### config.mk
export PLATFORM = sky130hd
export DESIGN_NAME = mmu_banker_flat
export DESIGN_NICKNAME = d
export VERILOG_FILES = /design/src/rtl/mmu_banker_pkg.sv /design/src/rtl/mmu_banker_if.sv /design/src/rtl/mmu_banker_xlat.sv /design/src/rtl/mmu_banker.sv /design/src/flat_wrapper.sv
export SDC_FILE = /design/constraint.sdc
export NUM_CORES = 1
export LEC_CHECK = 0
export CORE_MARGIN = 4
export CORE_UTILIZATION = 35
export DETAILED_ROUTE_END_ITERATION = 6
export GPL_ROUTABILITY_DRIVEN = 1
export SETUP_SLACK_MARGIN = 0.15
export SYNTH_ARGS = -nofsm -noshare
export SYNTH_HDL_FRONTEND = slang
export SYNTH_SLANG_ARGS = --single-unit
### constraint.sdc
create_clock -name clk -period 5.7 [get_ports clk]
set_input_delay 1.425 -clock clk [delete_from_list [all_inputs] [get_ports clk]]
set_output_delay 1.425 -clock clk [all_outputs]
set_load 0.05 [all_outputs]
### src/rtl/mmu_banker_pkg.sv
// mmu_pkg: register-map offsets, mirror address, ROM field codes and
// the common-area size lookup shared by the MMU banker blocks.
package mmu_pkg;

    localparam logic [15:0] MIRROR_BASE = 16'hFF00;
    localparam int          CR_OFS      = 0;
    localparam int          PCR_OFS     = 1;

    typedef enum logic [1:0] {
        ROM_SYS = 2'd0,
        ROM_INT = 2'd1,
        ROM_EXT = 2'd2,
        ROM_RAM = 2'd3
    } rom_fld_e;

    function automatic int mcr_ofs(input int npcr);
        return npcr + 1;
    endfunction

    function automatic int rcr_ofs(input int npcr);
        return npcr + 2;
    endfunction

    function automatic int pl_ofs(input int npcr, input int n);
        return npcr + 3 + 2 * n;
    endfunction

    function automatic int ph_ofs(input int npcr, input int n);
        return npcr + 4 + 2 * n;
    endfunction

    function automatic int xbr_ofs(input int npcr, input int nptr);
        return npcr + 3 + 2 * nptr;
    endfunction

    function automatic int vr_ofs(input int npcr, input int nptr);
        return npcr + 4 + 2 * nptr;
    endfunction

    // Common area size in 256-byte pages
    function automatic logic [7:0] common_pages(input logic [1:0] sz);
        logic [7:0] pages;
        case (sz)
            2'd0:    pages = 8'd4;
            2'd1:    pages = 8'd16;
            2'd2:    pages = 8'd32;
            default: pages = 8'd64;
        endcase
        return pages;
    endfunction

endpackage

### src/rtl/mmu_banker_if.sv
// mmu_banker_if: CPU-side bus of the MMU banker plus its translated
// outputs towards DRAM/ROM decode.
interface mmu_banker_if #(
    parameter int BANK_BITS = 2
);
    logic                 rw;
    logic [15:0]          addr;
    logic [7:0]           d_in;
    logic [7:0]           d_out;
    logic                 d_oe;
    logic [BANK_BITS-1:0] bank;
    logic [7:0]           ta_hi;
    logic                 io_sel;
    logic [2:0]           rom_sel;
    logic                 mmu_hit;
    logic [7:0]           mcr;

    modport master (
        output rw, addr, d_in,
        input  d_out, d_oe, bank, ta_hi,
        input  io_sel, rom_sel, mmu_hit, mcr
    );

    modport slave (
        input  rw, addr, d_in,
        output d_out, d_oe, bank, ta_hi,
        output io_sel, rom_sel, mmu_hit, mcr
    );
endinterface

### src/rtl/mmu_banker_xlat.sv
// mmu_xlat: combinational address translation and I/O / ROM select.
// Define MMU_SWAP_EN to enable the reverse (swap) page mapping.
module mmu_xlat
    import mmu_pkg::*;
#(
    parameter int NUM_PAGEPTR = 2,
    parameter int BANK_BITS   = 2
) (
    input  logic                                  i_rw,
    input  logic [15:0]                           i_addr,
    input  logic [5:0]                            i_cr,
    input  logic [3:0]                            i_rcr,
    input  logic [BANK_BITS-1:0]                  i_ebank,
    input  logic [NUM_PAGEPTR-1:0][7:0]           i_pl,
    input  logic [NUM_PAGEPTR-1:0][BANK_BITS-1:0] i_ph,
    input  logic                                  i_hit,
    output logic [BANK_BITS-1:0]                  o_bank,
    output logic [7:0]                            o_ta_hi,
    output logic                                  o_io_sel,
    output logic [2:0]                            o_rom_sel
);
    logic [7:0] w_hi;
    logic [7:0] w_pages;
    logic       w_com;
    logic       w_io;
    logic       w_ff0;

    assign w_hi    = i_addr[15:8];
    assign w_pages = common_pages(i_rcr[1:0]);
    // ~hi < pages is hi >= 256 - pages without a 9-bit subtract
    assign w_com   = (i_rcr[2] && (w_hi < w_pages))
                   || (i_rcr[3] && (~w_hi < w_pages));

    always_comb begin
        o_bank  = i_ebank;
        o_ta_hi = w_hi;
        if (w_com)
            o_bank = '0;
`ifdef MMU_SWAP_EN
        for (int n = 0; n < NUM_PAGEPTR; n++) begin
            if (w_hi == i_pl[n] && i_ebank == i_ph[n]) begin
                o_bank  = i_ebank;
                o_ta_hi = 8'(n);
            end
        end
`endif
        for (int n = 0; n < NUM_PAGEPTR; n++) begin
            if (w_hi == 8'(n)) begin
                o_bank  = i_ph[n];
                o_ta_hi = i_pl[n];
            end
        end
    end

    assign w_ff0    = (i_addr[15:4] == 12'hFF0);
    assign w_io     = ~i_cr[0] & (w_hi[7:4] == 4'hD) & ~i_hit;
    assign o_io_sel = w_io;

    assign o_rom_sel[0] = i_rw & ~i_hit & (w_hi[7:6] == 2'b01)
                        & ~i_cr[1];
    assign o_rom_sel[1] = i_rw & ~i_hit & (w_hi[7:6] == 2'b10)
                        & (rom_fld_e'(i_cr[3:2]) == ROM_SYS);
    assign o_rom_sel[2] = i_rw & ~i_hit & (w_hi[7:6] == 2'b11)
                        & (rom_fld_e'(i_cr[5:4]) == ROM_SYS)
                        & ~w_io & ~w_ff0;

endmodule

### src/rtl/mmu_banker.sv
// mmu_banker: MMU register file plus registered address translation.
// Optional macro MMU_SWAP_EN enables reverse page mapping (swap).
module mmu_banker
    import mmu_pkg::*;
#(
    parameter logic [15:0] BASE_ADDR   = 16'hD500,
    parameter int          NUM_PCR     = 4,
    parameter int          NUM_PAGEPTR = 2,
    parameter int          BANK_BITS   = 2,
    parameter logic [7:0]  VERSION     = 8'h20
) (
    input  logic        clk,
    input  logic        reset,
    mmu_banker_if.slave bus
);
    localparam int MCR_O = mcr_ofs(NUM_PCR);
    localparam int RCR_O = rcr_ofs(NUM_PCR);
    localparam int XBR_O = xbr_ofs(NUM_PCR, NUM_PAGEPTR);
    localparam int VR_O  = vr_ofs(NUM_PCR, NUM_PAGEPTR);

    logic [7:0]                            r_cr;
    logic [NUM_PCR:1][7:0]                 r_pcr;
    logic [7:0]                            r_mcr;
    logic [7:0]                            r_rcr;
    logic [7:0]                            r_xbr;
    logic [NUM_PAGEPTR-1:0][7:0]           r_pl;
    logic [NUM_PAGEPTR-1:0][7:0]           r_ph;
    logic [NUM_PAGEPTR-1:0][7:0]           r_lat;

    logic [BANK_BITS-1:0]                  r_bank;
    logic [7:0]                            r_ta_hi;
    logic                                  r_io_sel;
    logic [2:0]                            r_rom_sel;
    logic                                  r_mmu_hit;

    logic [15:0]                           w_wofs;
    logic [15:0]                           w_mofs;
    logic [7:0]                            w_ofs;
    logic                                  w_in_win;
    logic                                  w_in_mir;
    logic                                  w_hit;
    logic [7:0]                            w_rd;
    logic [BANK_BITS-1:0]                  w_ebank;
    logic [NUM_PAGEPTR-1:0][BANK_BITS-1:0] w_ph_b;
    logic [BANK_BITS-1:0]                  w_bank;
    logic [7:0]                            w_ta_hi;
    logic                                  w_io_sel;
    logic [2:0]                            w_rom_sel;

    // Main map lives in I/O space, so it disappears with CR[0]
    assign w_wofs   = bus.addr - BASE_ADDR;
    assign w_ofs    = w_wofs[7:0];
    assign w_in_win = (w_wofs[15:8] == 8'h00) && !r_cr[0];
    assign w_mofs   = bus.addr - MIRROR_BASE;
    assign w_in_mir = (w_mofs <= 16'(NUM_PCR));
    assign w_hit    = w_in_win | w_in_mir;

    generate
        if (BANK_BITS <= 2) begin : g_bank_lo
            assign w_ebank = r_cr[6 +: BANK_BITS];
        end else begin : g_bank_hi
            assign w_ebank = {r_xbr[BANK_BITS-3:0], r_cr[7:6]};
        end
    endgenerate

    always_comb begin
        for (int n = 0; n < NUM_PAGEPTR; n++)
            w_ph_b[n] = r_ph[n][BANK_BITS-1:0];
    end

    always_comb begin
        w_rd = 8'hFF;
        if (w_in_mir) begin
            w_rd = r_cr;
            for (int k = 1; k <= NUM_PCR; k++)
                if (w_mofs == 16'(k)) w_rd = r_pcr[k];
        end else if (w_in_win) begin
            if (w_ofs == 8'(CR_OFS)) w_rd = r_cr;
            for (int k = 1; k <= NUM_PCR; k++)
                if (w_ofs == 8'(PCR_OFS + k - 1)) w_rd = r_pcr[k];
            if (w_ofs == 8'(MCR_O)) w_rd = r_mcr;
            if (w_ofs == 8'(RCR_O)) w_rd = r_rcr;
            for (int n = 0; n < NUM_PAGEPTR; n++) begin
                if (w_ofs == 8'(pl_ofs(NUM_PCR, n))) w_rd = r_pl[n];
                if (w_ofs == 8'(ph_ofs(NUM_PCR, n))) w_rd = r_ph[n];
            end
            if (w_ofs == 8'(XBR_O)) w_rd = r_xbr;
            if (w_ofs == 8'(VR_O))  w_rd = VERSION;
        end
    end

    always_ff @(posedge clk or posedge reset) begin
        if (reset) begin
            r_cr  <= '0;
            r_pcr <= '0;
            r_mcr <= '0;
            r_rcr <= '0;
            r_xbr <= '0;
            r_ph  <= '0;
            r_lat <= '0;
            for (int n = 0; n < NUM_PAGEPTR; n++)
                r_pl[n] <= 8'(n);
        end else if (!bus.rw) begin
            if (w_in_mir) begin
                if (w_mofs == 16'd0) r_cr <= bus.d_in;
                for (int k = 1; k <= NUM_PCR; k++)
                    if (w_mofs == 16'(k)) r_cr <= r_pcr[k];
            end else if (w_in_win) begin
                if (w_ofs == 8'(CR_OFS)) r_cr <= bus.d_in;
                for (int k = 1; k <= NUM_PCR; k++)
                    if (w_ofs == 8'(PCR_OFS + k - 1)) r_pcr[k] <= bus.d_in;
                if (w_ofs == 8'(MCR_O)) r_mcr <= bus.d_in;
                if (w_ofs == 8'(RCR_O)) r_rcr <= bus.d_in;
                // PnH stages in a latch and commits with PnL
                for (int n = 0; n < NUM_PAGEPTR; n++) begin
                    if (w_ofs == 8'(pl_ofs(NUM_PCR, n))) begin
                        r_pl[n] <= bus.d_in;
                        r_ph[n] <= r_lat[n];
                    end
                    if (w_ofs == 8'(ph_ofs(NUM_PCR, n)))
                        r_lat[n] <= bus.d_in;
                end
                if (w_ofs == 8'(XBR_O)) r_xbr <= bus.d_in;
            end
        end
    end

    mmu_xlat #(
        .NUM_PAGEPTR (NUM_PAGEPTR),
        .BANK_BITS   (BANK_BITS)
    ) u_xlat (
        .i_rw      (bus.rw),
        .i_addr    (bus.addr),
        .i_cr      (r_cr[5:0]),
        .i_rcr     (r_rcr[3:0]),
        .i_ebank   (w_ebank),
        .i_pl      (r_pl),
        .i_ph      (w_ph_b),
        .i_hit     (w_hit),
        .o_bank    (w_bank),
        .o_ta_hi   (w_ta_hi),
        .o_io_sel  (w_io_sel),
        .o_rom_sel (w_rom_sel)
    );

    always_ff @(posedge clk or posedge reset) begin
        if (reset) begin
            r_bank    <= '0;
            r_ta_hi   <= '0;
            r_io_sel  <= 1'b0;
            r_rom_sel <= '0;
            r_mmu_hit <= 1'b0;
        end else begin
            r_bank    <= w_bank;
            r_ta_hi   <= w_ta_hi;
            r_io_sel  <= w_io_sel;
            r_rom_sel <= w_rom_sel;
            r_mmu_hit <= w_hit;
        end
    end

    assign bus.d_out   = w_rd;
    assign bus.d_oe    = bus.rw & w_hit;
    assign bus.bank    = r_bank;
    assign bus.ta_hi   = r_ta_hi;
    assign bus.io_sel  = r_io_sel;
    assign bus.rom_sel = r_rom_sel;
    assign bus.mmu_hit = r_mmu_hit;
    assign bus.mcr     = r_mcr;

endmodule

### src/flat_wrapper.sv
// flat-port wrapper written by rule: the top's interface ports become plain ports
module mmu_banker_flat import mmu_pkg::*;
#(
    parameter logic [15:0] BASE_ADDR   = 16'hD500,
    parameter int          NUM_PCR     = 4,
    parameter int          NUM_PAGEPTR = 2,
    parameter int          BANK_BITS   = 2,
    parameter logic [7:0]  VERSION     = 8'h20
)
  (clk, reset, bus_rw, bus_addr, bus_d_in, bus_d_out, bus_d_oe, bus_bank, bus_ta_hi, bus_io_sel, bus_rom_sel, bus_mmu_hit, bus_mcr);
  mmu_banker_if #(.BANK_BITS(BANK_BITS)) bus_i ();
  input  logic clk;
  input  logic reset;
  input wire logic [$bits(bus_i.rw)-1:0] bus_rw;
  input wire logic [$bits(bus_i.addr)-1:0] bus_addr;
  input wire logic [$bits(bus_i.d_in)-1:0] bus_d_in;
  output wire logic [$bits(bus_i.d_out)-1:0] bus_d_out;
  output wire logic [$bits(bus_i.d_oe)-1:0] bus_d_oe;
  output wire logic [$bits(bus_i.bank)-1:0] bus_bank;
  output wire logic [$bits(bus_i.ta_hi)-1:0] bus_ta_hi;
  output wire logic [$bits(bus_i.io_sel)-1:0] bus_io_sel;
  output wire logic [$bits(bus_i.rom_sel)-1:0] bus_rom_sel;
  output wire logic [$bits(bus_i.mmu_hit)-1:0] bus_mmu_hit;
  output wire logic [$bits(bus_i.mcr)-1:0] bus_mcr;
  assign bus_i.rw = bus_rw;
  assign bus_i.addr = bus_addr;
  assign bus_i.d_in = bus_d_in;
  assign bus_d_out = bus_i.d_out;
  assign bus_d_oe = bus_i.d_oe;
  assign bus_bank = bus_i.bank;
  assign bus_ta_hi = bus_i.ta_hi;
  assign bus_io_sel = bus_i.io_sel;
  assign bus_rom_sel = bus_i.rom_sel;
  assign bus_mmu_hit = bus_i.mmu_hit;
  assign bus_mcr = bus_i.mcr;
  mmu_banker #(.BASE_ADDR(BASE_ADDR), .NUM_PCR(NUM_PCR), .NUM_PAGEPTR(NUM_PAGEPTR), .BANK_BITS(BANK_BITS), .VERSION(VERSION)) u_core (.clk(clk), .reset(reset), .bus(bus_i));
endmodule
==> metrics.yaml, run 1 <==
floorplanning:
  initial_utilization_pct: 36.15
  die_height_um: 148.2
  die_x_um: 148.2
  design.portCount: 59
  die_area_um2: 21950
  core_um2: 19020
  num_rows: 50
logic_synthesis:
  synthMuxAreaShare_pct: 24.37
  syn_area_um2: 6875
  yosys-top-cells-count: "126 x dfrtp_1, 111 x mux2_2, 33 x nand2_1"
  ys_ff_latch: 127
  synth_top_family_by_area: "multiplexers"
  synth_nets: 632
  yosys.area_share.simple_pct: 12.16
  synthXorXnorAreaFrac_pct: 0
  avgSynthCellArea_um2: 11.48
  synth_compound_area_share_pct: 12.96
  async_flop_share_pct: 100.0
  ys_seq_area_share_pct: 46.24
  yosys.area.top_type: "dfrtp_1"
  synth_fa_ha_area_share_pct: 1.092
  ys.warnings.count: 0
  synth-main-ff-cell: "dfrtp_1"
  synth_area_leaders: "dfrtp_1 46%, mux2_2 18%, mux4_2 2.9%"
  synth_top_area_share_pct: 45.86
  postSynthCellCount: 599
  yosys.cell_count.top_type: "dfrtp_1"
  synth_cell_type_count: 63
  synth_edf_count: 0
layout:
  drive_above_1_share_pct: 30.77
  stdcell_count: 936
  area_growth_pct: 23.97
  diodes: 0
  nets: 696
  fillers: 1815
place:
  dp_cells: 904
  post-dp-hpwl_mm: 16.76
  numPortBuffers: 58
  globalplace.congestion: 0.9770
global_routing:
  grt_max_degree: 71
  overflow: 0
  antenna_found_initial: 0
  first_global_vias: 5588
  global_route.usage.total_pct: 21.11
  grt_pass1_wl_mm: 34.89
drt:
  avgRoutedWirePerCell_um: 24.56
  wirelength_mm: 22.99
  antenna_left: 0
  first_pass_iters: 5
  via_count: 5464
  via_per_inst: 5.838
  remaining_drc_errors: 0
  drtIter0Drc: 564
sta:
  worst_pin_slew_ns: 0.8667
  max_freq_mhz: 182.3
  finClkSkew_ns: 0.005807
  min_period_ns: 5.486
  final-max-slew-violation-count: 0
  fin_tns_setup_ns: 0
  slew_headroom_pct: 42.22
  grt_setup_unrepaired: "yes"
  hold_violations: 0
  setup_violations: 0
  fin_crit_sh_pct: 96.25
worst_setup_path:
  critPathSlowestCell: "or4_1"
  crit_path_max_fanout: 5
  end_kind: "primary output"
  cpPeakStageDelay_ns: 0.70
  cp-start-kind: "primary input"
  cp_cell_sequence: "clkdlybuf4s50_1 -> or4_1 -> nor3_1 -> o21ai_0 -> nand2_1 -> o2111ai_1 -> buf_12"
  cp_data_arrival_time_ns: 4.06
  crit_required_ns: 4.28
  worstSetupPathType: "primary input to primary output"
power_and_ir_drop:
  total_power_mw: 2.293
  pwr-share-clk_pct: 53.1
  p_sw_share_pct: 23.06
  p_per_area_nw_per_um2: 269.1
  combPwrFrac_pct: 7.3
  p_int_mw: 1.764
  total_leakage_power_nw: 3.823
  vdd_drop_max_v: 0.0001787
  switchingPower_mw: 0.5287
  p_seq_share_pct: 39.6
cts:
  cts-htree-levels: 4
  hold_buffers: 0
  clk_latency_ns: 0.42
  cts_buffer_depth: 2
  cts_buffers: 17
  cts.sinks: 127
  cts_root_buf: "clkbuf_16"
  cts_tree: "yes"
  clkTransAtPathRegs_ns: 0.06
flow_run:
  cap_violations: 0
min_path:
  hold_class: "register to register"
status:
  status: "finished clean"
logic make-up (layout without fill, tap and decap cells):
logic type | Yosys count | in the layout
multiplexers | 142 | 142
AND/OR/NAND/NOR | 141 | 141
AO/OA/AOI/OAI | 132 | 132
flip-flops | 127 | 127
buffers and inverters | 51 | 128
adder cells (fa/ha/maj) | 6 | 6
final cells by class:
type / instances / area (um2) / share of cell area (%)
inverter: 9 / 36.28 / 0.4257
sequential: 127 / 3179 / 37.30
multi-input combinational: 421 / 3480 / 40.83
tap: 260 / 325.3 / 3.817
clock inverter: 12 / 205.2 / 2.408
clock buffer: 20 / 456.7 / 5.358
timing repair buffer: 87 / 840.8 / 9.865
cell usage in the layout, fill, tap and decap left out, drive strengths merged, types with 8 or more instances in the layout:
master         Yosys  layout
clkdlybuf4s50      0      47
o21ai             27      27
dfrtp            126     126
clkbuf            23      20
nor3               8       8
nand2             33      33
a21oi             28      28
mux2i             20      20
mux2             113     113
and2               8       8
mux4               9       9
nand2b            10      10
inv                9      11
a2bb2oi            8       8
o22ai             13      13
nor4              12      12
nand3             10      10
nor2b              8       8
nor2              32      32
buf               19      40
path summary, 6_finish.rpt:
path	startpoint	end	slack, ns	cells after the start
max in group asynchronous	reset	u_core.r_cr[6]	3.19	3
min in group asynchronous	reset	u_core.r_lat[15]	1.54	2
max	bus_addr[4]	bus_d_out[2]	0.21	7
max reg2reg	u_core.r_cr[0]	u_core.r_pl[12]	3.06	4
min	u_core.r_lat[7]	u_core.r_ph[7]	0.50	1
min reg2reg	u_core.r_lat[7]	u_core.r_ph[7]	0.50	1
flip-flops by register name, indices dropped and copies added (netlist names), 2 cells and up:
name	count
u_core.bus.ta_hi	8
u_core.r_xbr	8
u_core.bus.mcr	8
u_core.r_cr	8
u_core.bus.rom_sel	3
u_core.r_pcr	32
u_core.r_pl	16
u_core.bus.bank	2
u_core.r_ph	16
u_core.r_rcr	8
u_core.r_lat	16
timing repair:
item,in CTS,in global routing
endpoints found under the setup margin,0,1
resized for setup,0,1
buffers inserted,0,0
hold endpoints to repair,0,0
worst max-delay path: cells and delay by family:
family | cells | cell delay [ns]
AO/OA/AOI/OAI | 2 | 0.57
buffers and inverters | 2 | 0.65
AND/OR/NAND/NOR | 3 | 1.40
per-stage QoR:
stage	setup WS [ns]	hold WS [ns]	instance area [um2]	utilization (%)
3_3_place_gp	0.2152	0.4804	7859	41.32
4_1_cts	0.2398	0.5024	8521	44.80
3_5_place_dp	0.2457	0.4893	7859	41.32
5_1_grt	0.1388	0.5186	8523	44.82
2_1_floorplan	0.3545	0.4226	6875	-
6_report	0.2138	0.4995	8523	44.82
power by group through the flow:
stage | logic, mW | registers (mW) | clock network (mW)
2_1_floorplan | 0.0801 | 0.939 | 0
3_3_place_gp | 0.167 | 0.924 | 0
3_5_place_dp | 0.167 | 0.924 | 0
4_1_cts | 0.168 | 0.908 | 1.24
5_1_grt | 0.180 | 0.908 | 1.27
6_report | 0.169 | 0.908 | 1.22
metal layers:
metal  vias up  part of all wire [%]  track usage, %
met5         -                     0               0
li1       2393                     -               -
met3        43                   6.7           4.083
met4         0                   2.8           7.344
met2       235                    45           32.59
met1      2793                    46           29.83
No activity file was read; power rests on OpenSTA's default activity.
==> inputs of run 2 (changes only) <==
--- a/config.mk
+++ b/config.mk
@@ -9,6 +9,7 @@
 export CORE_UTILIZATION = 35
 export DETAILED_ROUTE_END_ITERATION = 6
 export GPL_ROUTABILITY_DRIVEN = 1
+export REMOVE_ABC_BUFFERS = 1
 export SETUP_SLACK_MARGIN = 0.15
 export SYNTH_ARGS = -nofsm -noshare
 export SYNTH_HDL_FRONTEND = slang
==> metrics.yaml, run 2 (synthesis results as in run 1) <==
layout:
  nets: 701  # +0.72%
  postLayoutCoreUtil_pct: 44.70  # -0.11 points
  drive_above_1_share_pct: 31.13  # +0.36 points
  final_cell_mix: "126 x dfrtp_1, 111 x mux2_2, 47 x clkdlybuf4s50_1, 37 x buf_4, 33 x nand2_1"
  largest_reg_flops: 32  # unchanged
  top_register: "u_core.r_pcr"
  diodes: 0  # unchanged
  final_common_cell: "dfrtp_1"
  fillers: 1763  # -2.9%
  area_growth_pct: 23.66
worst_setup_path:
  worstSetupPathType: "primary input to primary output"
  end_kind: "primary output"
  crit_required_ns: 4.28  # about the same
  cp-start-kind: "primary input"
  crit_path_max_fanout: 9  # +4
  cp_data_arrival_time_ns: 3.98  # -0.08 ns
drt:
  remaining_drc_errors: 0  # unchanged
  met2_length_mm: 9.755  # -5.1%
  avgRoutedWirePerCell_um: 24.10  # -1.9%
  via_count: 5552  # +1.6%
  highest_layer: "met4"
  wirelength_mm: 22.68  # -1.3%
  wl_met1_mm: 10.34  # -1.8%
  via_per_inst: 5.900  # +1.1%
  antenna_left: 0  # unchanged
  drtIter0Drc: 580  # +2.8%
  first_pass_iters: 5  # unchanged
  wl_met3_mm: 1.810  # +18%
sta:
  fin_tns_setup_ns: 0  # unchanged
  slew_headroom_pct: 33.90  # -8.3 points
  fin_crit_sh_pct: 94.79  # -1.5 points
  setup_ws_ns: 0.2968  # +0.08301 ns
  finClkSkew_ns: 0.006221  # +0.0004147 ns
  grt_setup_unrepaired: "no"
  worst_pin_slew_ns: 0.9914  # +0.1247 ns
  hold_violations: 0  # unchanged
  final-max-slew-violation-count: 0  # unchanged
  max_freq_mhz: 185.1  # +1.5%
  setup_violations: 0  # unchanged
  min_period_ns: 5.403  # -0.08301 ns
global_routing:
  global_route.usage.total_pct: 20.94  # -0.17 points
  antenna_found_initial: 0  # unchanged
  grt_pass1_wl_mm: 34.58  # -0.89%
  first_global_vias: 5700  # +2.0%
  grt_max_degree: 81  # +14%
  overflow: 0  # unchanged
status:
  status: "finished clean"
floorplanning:
  num_rows: 50  # unchanged
  die_x_um: 148.2  # unchanged
  die_area_um2: 21950  # unchanged
  die_height_um: 148.2  # unchanged
  design.portCount: 59  # unchanged
  initial_utilization_pct: 36.15  # unchanged
  core_um2: 19020  # unchanged
place:
  globalplace.congestion: 0.9458  # -3.2%
  post-dp-hpwl_mm: 16.20  # -3.4%
  place_ws_ns: 0.3583  # +0.1126 ns
  numPortBuffers: 58  # unchanged
cts:
  cts_buffer_depth: 2  # unchanged
  hold_buffers: 0  # unchanged
  clk_latency_ns: 0.43  # about the same
  clkTransAtPathRegs_ns: 0.05  # about the same
  cts_tree: "yes"
  cts.sinks: 127  # unchanged
  cts-htree-levels: 4  # unchanged
  post-cts-setup-buffer-count: 0  # unchanged
  cts_root_buf: "clkbuf_16"
  cts_resized: 0  # unchanged
  cts_buffers: 17  # unchanged
flow_run:
  cap_violations: 0  # unchanged
power_and_ir_drop:
  p_per_area_nw_per_um2: 258.7  # -3.9%
  total_power_mw: 2.199  # -4.1%
  total_leakage_power_nw: 3.819  # -0.12%
  vdd_drop_max_v: 0.0001816  # +1.6%
min_path:
  hold_class: "register to register"
==> run 2: changes by cell type in the layout (fill, tap and decap cells not counted), sizes merged <==
| cell | before | now |
|---|---|---|
| clkbuf | 20 | 19 |
| clkinvlp | 2 | 3 |
| bufinv | 5 | 3 |
| buf | 40 | 45 |
| clkinv | 3 | 5 |
==> run 2: through the flow <==
| stage | cells | hold slack, ns | area, um2 |
|---|---|---|---|
| 6_report | 941 | 0.5000 | 8502 |
| 5_1_grt | 941 | 0.4956 | 8502 |
| 4_1_cts | 941 | 0.4891 | 8502 |
| 3_5_place_dp | 909 | 0.4811 | 7896 |
| 3_3_place_gp | 909 | 0.4823 | 7896 |
| 2_1_floorplan | 557 | 0.4197 | 6690 |
==> run 2: cell type report <==
cell class              instances  area [um2]  area share [%]
multi-input cells             421        3477           40.90
flip-flops and latches        127        3179           37.40
repair buffers                 92       878.3           10.33
clock buffers                  19       442.9           5.210
well taps                     260       325.3           3.826
clock inverters                13       162.7           1.913
inverters                       9       36.28          0.4268
==> run 2: critical path: stages <==
cell and delay (ns):
clkdlybuf4s50_1 0.44, or4_1 0.76, nor2_1 0.28, a21oi_1 0.11, o32a_1 0.33, o21ai_0 0.35, buf_4 0.27
==> run 2: per-layer routing <==
layer,global-route usage (%),vias up
met5,0,-
met4,8.730,0
met3,5.088,65
met2,30.60,301
met1,29.77,2771
li1,-,2415
==> run 2: worst paths after layout <==
kind / to / depth (start not counted) / slack, ns / startpoint
min in group asynchronous: u_core.r_lat[7] / 2 / 1.58 / reset
max in group asynchronous: u_core.r_pl[10] / 3 / 3.14 / reset
hold reg to reg: u_core.r_lat[12] / 1 / 0.50 / u_core.r_lat[12]
hold / removal: u_core.r_lat[12] / 1 / 0.50 / u_core.r_lat[12]
setup reg to reg: u_core.r_ph[13] / 4 / 3.12 / u_core.r_cr[0]
setup / recovery: bus_d_out[7] / 7 / 0.30 / bus_addr[4]
==> run 2: power breakdown <==
group	total (mW)	switching, mW	internal (mW)	leakage (nW)
clock	1.12	0.421	0.700	0.290
combinational	0.171	0.114	0.0576	1.78
sequential	0.908	0.00136	0.906	1.75
total	2.20	0.536	1.66	3.82
